## config.mk

```make
export PLATFORM = sky130hd
export DESIGN_NAME = ptw_walk_scheduler
export DESIGN_NICKNAME = d
export VERILOG_FILES = /design/src/rtl/ptw_sched_pkg.sv /design/src/rtl/ptw_sched_slot.sv /design/src/rtl/ptw_walk_scheduler.sv
export SDC_FILE = /design/constraint.sdc
export NUM_CORES = 1
export LEC_CHECK = 0
export CELL_PAD_IN_SITES_DETAIL_PLACEMENT = 0
export CELL_PAD_IN_SITES_GLOBAL_PLACEMENT = 1
export CORE_AREA = 2 2 134 123
export CTS_CLUSTER_DIAMETER = 80
export CTS_CLUSTER_SIZE = 12
export DETAILED_ROUTE_END_ITERATION = 8
export DIE_AREA = 0 0 136 125
export PLACE_DENSITY = 0.9
export SLEW_MARGIN = 10
export SYNTH_ARGS = -nofsm -noshare
export SYNTH_HDL_FRONTEND = slang
export SYNTH_SLANG_ARGS = --single-unit
export TNS_END_PERCENT = 100
```

## constraint.sdc

```tcl
create_clock -name clk_i -period 3.84 [get_ports clk_i]
set_input_delay 0.768 -clock clk_i [delete_from_list [all_inputs] [get_ports clk_i]]
set_output_delay 0.768 -clock clk_i [all_outputs]
set_load 0.02 [all_outputs]
```

## src/rtl/ptw_sched_pkg.sv

```systemverilog
// Shared types for the PTW walk scheduler: FSM states, miss request record, owner encoding.
package ptw_sched_pkg;

   localparam int unsigned PTW_VLEN   = 32;
   localparam int unsigned PTW_ASID_W = 9;

   localparam logic OWNER_DTLB = 1'b0;
   localparam logic OWNER_ITLB = 1'b1;

   typedef enum logic [1:0] {
      S_IDLE  = 2'd0,
      S_ISSUE = 2'd1,
      S_WAIT  = 2'd2,
      S_DRAIN = 2'd3
   } sched_state_e;

   typedef struct packed {
      logic [PTW_VLEN-1:0]   vaddr;
      logic [PTW_ASID_W-1:0] asid;
      logic                  store;
   } miss_req_t;

   localparam int unsigned REQ_W = $bits(miss_req_t);

endpackage

```

## src/rtl/ptw_sched_slot.sv

```systemverilog
// One-entry miss holding register; flush and clear win over load.
module ptw_sched_slot
   import ptw_sched_pkg::*;
(
   input  logic             clk_i,
   input  logic             rst_i,
   input  logic             load_i,
   input  logic             clear_i,
   input  logic             flush_i,
   input  logic [REQ_W-1:0] data_i,
   output logic             valid_o,
   output logic [REQ_W-1:0] data_o
);

   logic             valid_q, valid_d;
   logic [REQ_W-1:0] data_q, data_d;

   always_comb begin
      valid_d = valid_q;
      data_d  = data_q;
      if (flush_i || clear_i) begin
         valid_d = 1'b0;
      end else if (load_i) begin
         valid_d = 1'b1;
         data_d  = data_i;
      end
   end

   always_ff @(posedge clk_i) begin
      if (rst_i) begin
         valid_q <= 1'b0;
         data_q  <= '0;
      end else begin
         valid_q <= valid_d;
         data_q  <= data_d;
      end
   end

   assign valid_o = valid_q;
   assign data_o  = data_q;

endmodule

```

## src/rtl/ptw_walk_scheduler.sv

```systemverilog
// Arbitrates ITLB/DTLB misses onto one page-table walker and routes completions back.
// PTW_TIMEOUT_EN adds a WAIT/DRAIN watchdog that completes the walk with an error.
//
// state   | meaning
// S_IDLE  | no walk; pick a winner when any slot is valid
// S_ISSUE | ptw_valid_o high, winner fields held until ptw_ready_i
// S_WAIT  | walk in flight, owner gets *_done_o on completion
// S_DRAIN | flushed walk in flight, completion swallowed
module ptw_walk_scheduler
   import ptw_sched_pkg::*;
#(
   parameter int unsigned VLEN           = PTW_VLEN,
   parameter int unsigned ASID_WIDTH     = PTW_ASID_W,
   parameter int unsigned STARVE_LIMIT   = 4,
   parameter int unsigned TIMEOUT_CYCLES = 64
)(
   input  logic                  clk_i,
   input  logic                  rst_i,
   input  logic                  flush_i,
   input  logic                  itlb_req_i,
   input  logic [VLEN-1:0]       itlb_vaddr_i,
   input  logic [ASID_WIDTH-1:0] itlb_asid_i,
   output logic                  itlb_ack_o,
   input  logic                  dtlb_req_i,
   input  logic [VLEN-1:0]       dtlb_vaddr_i,
   input  logic [ASID_WIDTH-1:0] dtlb_asid_i,
   input  logic                  dtlb_store_i,
   output logic                  dtlb_ack_o,
   output logic                  ptw_valid_o,
   input  logic                  ptw_ready_i,
   output logic [VLEN-1:0]       ptw_vaddr_o,
   output logic [ASID_WIDTH-1:0] ptw_asid_o,
   output logic                  ptw_instr_o,
   output logic                  ptw_store_o,
   input  logic                  ptw_done_i,
   input  logic                  ptw_error_i,
   output logic                  itlb_done_o,
   output logic                  dtlb_done_o,
   output logic                  walk_error_o,
   output logic                  busy_o
);

   localparam int unsigned SW = $clog2(STARVE_LIMIT + 1);

   miss_req_t     i_in, d_in, i_req, d_req, walk_q, walk_d;
   logic          i_valid, d_valid, i_clear, d_clear;
   sched_state_e  state_q, state_d;
   logic          owner_q, owner_d;
   logic [SW-1:0] starve_q, starve_d;
   logic          ptw_valid_q, ptw_valid_d;
   logic          itlb_done_q, itlb_done_d, dtlb_done_q, dtlb_done_d;
   logic          walk_err_q, walk_err_d;
   logic          pick_itlb, hs, cmpl, tmo_hit;

   assign i_in = '{vaddr: itlb_vaddr_i, asid: itlb_asid_i, store: 1'b0};
   assign d_in = '{vaddr: dtlb_vaddr_i, asid: dtlb_asid_i, store: dtlb_store_i};

   assign itlb_ack_o = itlb_req_i & ~i_valid & ~flush_i;
   assign dtlb_ack_o = dtlb_req_i & ~d_valid & ~flush_i;

   ptw_sched_slot u_itlb_slot (
      .clk_i   (clk_i),
      .rst_i   (rst_i),
      .load_i  (itlb_ack_o),
      .clear_i (i_clear),
      .flush_i (flush_i),
      .data_i  (i_in),
      .valid_o (i_valid),
      .data_o  (i_req)
   );

   ptw_sched_slot u_dtlb_slot (
      .clk_i   (clk_i),
      .rst_i   (rst_i),
      .load_i  (dtlb_ack_o),
      .clear_i (d_clear),
      .flush_i (flush_i),
      .data_i  (d_in),
      .valid_o (d_valid),
      .data_o  (d_req)
   );

`ifdef PTW_TIMEOUT_EN
   localparam int unsigned TW = $clog2(TIMEOUT_CYCLES + 1);
   logic [TW-1:0] tmo_q, tmo_d;

   // Reloaded on every state change, so it measures cycles spent in the current WAIT/DRAIN.
   assign tmo_hit = ((state_q == S_WAIT) || (state_q == S_DRAIN)) && (tmo_q == '0);

   always_comb begin
      tmo_d = tmo_q;
      if (state_d != state_q) tmo_d = TW'(TIMEOUT_CYCLES - 1);
      else if (tmo_q != '0)   tmo_d = tmo_q - 1'b1;
   end

   always_ff @(posedge clk_i) begin
      if (rst_i) tmo_q <= '0;
      else       tmo_q <= tmo_d;
   end
`else
   assign tmo_hit = (TIMEOUT_CYCLES == 0) && 1'b0;
`endif

   assign pick_itlb = i_valid & (~d_valid | (starve_q == SW'(STARVE_LIMIT)));
   assign hs        = ptw_valid_q & ptw_ready_i;
   assign cmpl      = ptw_done_i | ptw_error_i;

   always_comb begin
      state_d     = state_q;
      walk_d      = walk_q;
      owner_d     = owner_q;
      starve_d    = starve_q;
      i_clear     = 1'b0;
      d_clear     = 1'b0;
      itlb_done_d = 1'b0;
      dtlb_done_d = 1'b0;
      walk_err_d  = 1'b0;
      case (state_q)
         S_IDLE: begin
            if (!flush_i && (i_valid || d_valid)) begin
               state_d = S_ISSUE;
               if (pick_itlb) begin
                  owner_d  = OWNER_ITLB;
                  walk_d   = i_req;
                  starve_d = '0;
               end else begin
                  owner_d = OWNER_DTLB;
                  walk_d  = d_req;
                  if (i_valid && (starve_q != SW'(STARVE_LIMIT))) starve_d = starve_q + 1'b1;
               end
            end
         end
         S_ISSUE: begin
            if (flush_i) begin
               state_d = hs ? S_DRAIN : S_IDLE;
            end else if (hs) begin
               state_d = S_WAIT;
               i_clear = (owner_q == OWNER_ITLB);
               d_clear = (owner_q == OWNER_DTLB);
            end
         end
         S_WAIT: begin
            // A completion racing a flush has nothing left to drain.
            if (cmpl || tmo_hit) begin
               state_d = S_IDLE;
               if (!flush_i) begin
                  itlb_done_d = (owner_q == OWNER_ITLB);
                  dtlb_done_d = (owner_q == OWNER_DTLB);
                  walk_err_d  = ptw_error_i | ~cmpl;
               end
            end else if (flush_i) begin
               state_d = S_DRAIN;
            end
         end
         S_DRAIN: begin
            if (cmpl || tmo_hit) state_d = S_IDLE;
         end
         default: state_d = S_IDLE;
      endcase
      ptw_valid_d = (state_d == S_ISSUE);
   end

   always_ff @(posedge clk_i) begin
      if (rst_i) begin
         state_q     <= S_IDLE;
         walk_q      <= '0;
         owner_q     <= OWNER_DTLB;
         starve_q    <= '0;
         ptw_valid_q <= 1'b0;
         itlb_done_q <= 1'b0;
         dtlb_done_q <= 1'b0;
         walk_err_q  <= 1'b0;
      end else begin
         state_q     <= state_d;
         walk_q      <= walk_d;
         owner_q     <= owner_d;
         starve_q    <= starve_d;
         ptw_valid_q <= ptw_valid_d;
         itlb_done_q <= itlb_done_d;
         dtlb_done_q <= dtlb_done_d;
         walk_err_q  <= walk_err_d;
      end
   end

   assign ptw_valid_o  = ptw_valid_q;
   assign ptw_vaddr_o  = walk_q.vaddr;
   assign ptw_asid_o   = walk_q.asid;
   assign ptw_store_o  = walk_q.store;
   assign ptw_instr_o  = owner_q;
   assign itlb_done_o  = itlb_done_q;
   assign dtlb_done_o  = dtlb_done_q;
   assign walk_error_o = walk_err_q;
   assign busy_o       = (state_q != S_IDLE) | i_valid | d_valid;

endmodule

```

==> flow_summary.ini <==
[logic_synthesis]
synth_top_cell_area_share_pct = 43.4
async_reset_ff_share_pct = 0
synthDistinctLibCells = 36
ys.flop_type = dfxtp_1
yosys-top-cells-count = 166 x nand2b_1, 137 x dfxtp_1, 83 x mux2i_1
ys_seq_area_share_pct = 43.4
synthMostInstantiatedCell = nand2b_1
yosys-top-cells-area = dfxtp_1 43%, nand2b_1 16%, mux2i_1 13%
yosysTopAreaCell = dfxtp_1
mappedNetlistNets = 768
synth_cells = 675
syn_area_um2 = 6320
avgSynthCellArea_um2 = 9.36
synth_warnings = 0
synth_seq_cells = 137
synth-edff-count = 0

[finish]
drive_above_1_share_pct = 6.96
final_nets = 870
fin_area_um2 = 8470
fillers = 1452
antenna_cells = 0
syn_to_final_growth_pct = 34.0

[run]
max_cap_violations = 0

[floorplanning]
die_x_um = 136
num_rows = 44
start_util_pct = 40.1
die_height_um = 125
ios = 141
dieArea_um2 = 17000
core_area_um2 = 15700

[cts]
cts_resized = 0
cts_made_buffers = 17
root_buffer = clkbuf_16
cts_tree = yes
clk_pin_slew_ns = 0.05
hold_buffers = 0
clock-sinks = 137
post_cts_buffers = 0
clockBufferDepth = 2
clock_latency_ns = 0.42
htreeDepth = 4

[worst_setup_path]
start_kind = input pin
worstSetupPathType = input pin to output pin
cp-end-kind = output pin
r2r_start = u_itlb_slot.valid_o$_SDFFE_PP0P_
r2r_cells = 5
r2r-end = ptw_asid_o[2]$_SDFFE_PP0P_
required_ns = 3.07
worstPathArrival_ns = 2.43
cp_max_fo = 11
r2r_slack_ns = 1.69

[global_routing]
grt_pass1_vias = 5012
grt_max_degree = 118
overflow = 0
antenna_found_initial = 0
globalRouteTotalUtil_pct = 18.7
grt_pass1_wl_mm = 25.3

[timing]
hold_viol = 0
fin_crit_ns = 3.20
skew_ns = 0.0161
worstMarginPinSlew_ns = 1.05
rsz0062_at_grt = false
setup_slack_ns = 0.642
post-route-period-util_pct = 83.3
max_clock_freq_mhz = 313
setup_viol = 0
final_max_slew_viol_count = 0
fin_setup_tns_ns = 0
max_slew_margin_pct = 29.5

[drt]
drc = 0
ant_nets = 0
highest_layer = met4
firstDrtPassIters = 5
drt-total-wl_mm = 15.3
wl_met2_mm = 7.00
wire_per_inst_um = 15.4
post_drt_via_cell_ratio = 5.07
first_iter_violations = 317
dr_total_vias = 5052
wl_met1_mm = 7.26
wl_met3_um = 871

[placement]
dp_hpwl_mm = 9.18
port_buffers = 140
gp_congestion = 0.771
pre_cts_slack_ns = 0.681
place_area_um2 = 7770

[pwr]
p_switching_uw = 885
pwr-share-seq_pct = 39.0
combPwrFrac_pct = 12.3
p_leak_uw = 0.00287
ir_drop_mv = 0.306
power_density_nw_per_um2 = 467
pwr-share-clk_pct = 48.7
internal_power_uw = 3070
total_power_uw = 3950
switching_share_pct = 22.4

[hold_path]
min_to = u_dtlb_slot.data_o[38]$_SDFFE_PP0P_
hold_class = register to register
min_from = u_dtlb_slot.data_o[38]$_SDFFE_PP0P_
hold_depth = 2

[status]
status = finished clean
==> critical path, cell delays in order <==
cell and delay, ns:
clkdlybuf4s50_1 0.64, nor3b_1 0.36, clkdlybuf4s50_1 0.66
==> per-layer routing <==
| metal | global-route usage [%] | vias to the layer above |
|---|---|---|
| li1 | - | 2568 |
| met1 | 25.5 | 2320 |
| met2 | 29.2 | 151 |
| met3 | 4.66 | 13 |
| met4 | 5.45 | 0 |
| met5 | 0 | - |
==> cell usage in the layout, fill, tap and decap left out, types with 3 or more instances in the layout <==
cell             synthesis  routed
a21boi_4                 0       3
nand2b_1               166     166
dfxtp_1                137     136
a311oi_1                41      41
nand3_1                 42      42
bufinv_16                0       7
a21oi_1                 49      49
inv_1                    4       4
o21ai_0                 46      46
nor2_1                   7       7
buf_12                   0       3
clkbuf_16                0      17
nand2_1                  4       4
clkdlybuf4s50_1          0     139
clkinvlp_4               0       3
nor3b_1                  3       3
mux2i_1                 83      83
buf_4                    6       8
==> power groups by stage <==
stage	Sequential [µW]	Clock, µW	Combinational, µW
6_report	1540	1930	485
5_1_grt	1550	2030	528
4_1_cts	1540	1950	490
3_3_place_gp	1570	0	483
3_5_place_dp	1570	0	487
2_1_floorplan	1590	0	253
==> worst max path at each step <==
stage | startpoint | to | slack [ns] | cells past startpoint
finish | flush_i | dtlb_ack_o | 0.64 | 3
floorplan | flush_i | u_itlb_slot.data_o[10]$_SDFFE_PP0P_ | 1.52 | 6
CTS | flush_i | dtlb_ack_o | 0.67 | 3
global route | flush_i | itlb_ack_o | 0.53 | 3
global placement | flush_i | itlb_ack_o | 0.69 | 3
detailed placement | flush_i | dtlb_ack_o | 0.68 | 3
==> through the flow <==
stage | instances | hold WS [ns] | util, %
2_1_floorplan | 675 | 0.445 | -
3_3_place_gp | 965 | 0.456 | 49.4
3_5_place_dp | 965 | 0.459 | 49.4
4_1_cts | 997 | 0.472 | 53.8
5_1_grt | 997 | 0.483 | 53.8
6_report | 997 | 0.469 | 53.8
==> kinds of logic (layout without fill, tap and decap cells) <==
group           after synthesis  count (layout)  synth area share [%]
buf+inv                      71             186                  5.88
simple gates                236             236                  22.6
mux                          83              83                  13.1
flops                       137             137                  43.4
fa+ha+maj                     2               2                 0.396
compound gates              146             146                  14.6
==> state kept, by name, indices dropped and copies added, names as in the netlist, 2 cells and up <==
name / cells
ptw_asid_o: 9
ptw_vaddr_o: 32
starve_q: 3
state_q: 2
u_dtlb_slot.data_o: 42
u_itlb_slot.data_o: 41
==> cell type report <==
type	count	area, µm²	area share (%)
clock buffer	21	460	5.43
multi-input combinational	467	3240	38.3
timing repair buffer	150	1510	17.8
sequential	137	2740	32.4
clock inverter	11	241	2.85
inverter	4	15.0	0.177
tap	207	259	3.06
(Power assumes the default switching activity.)
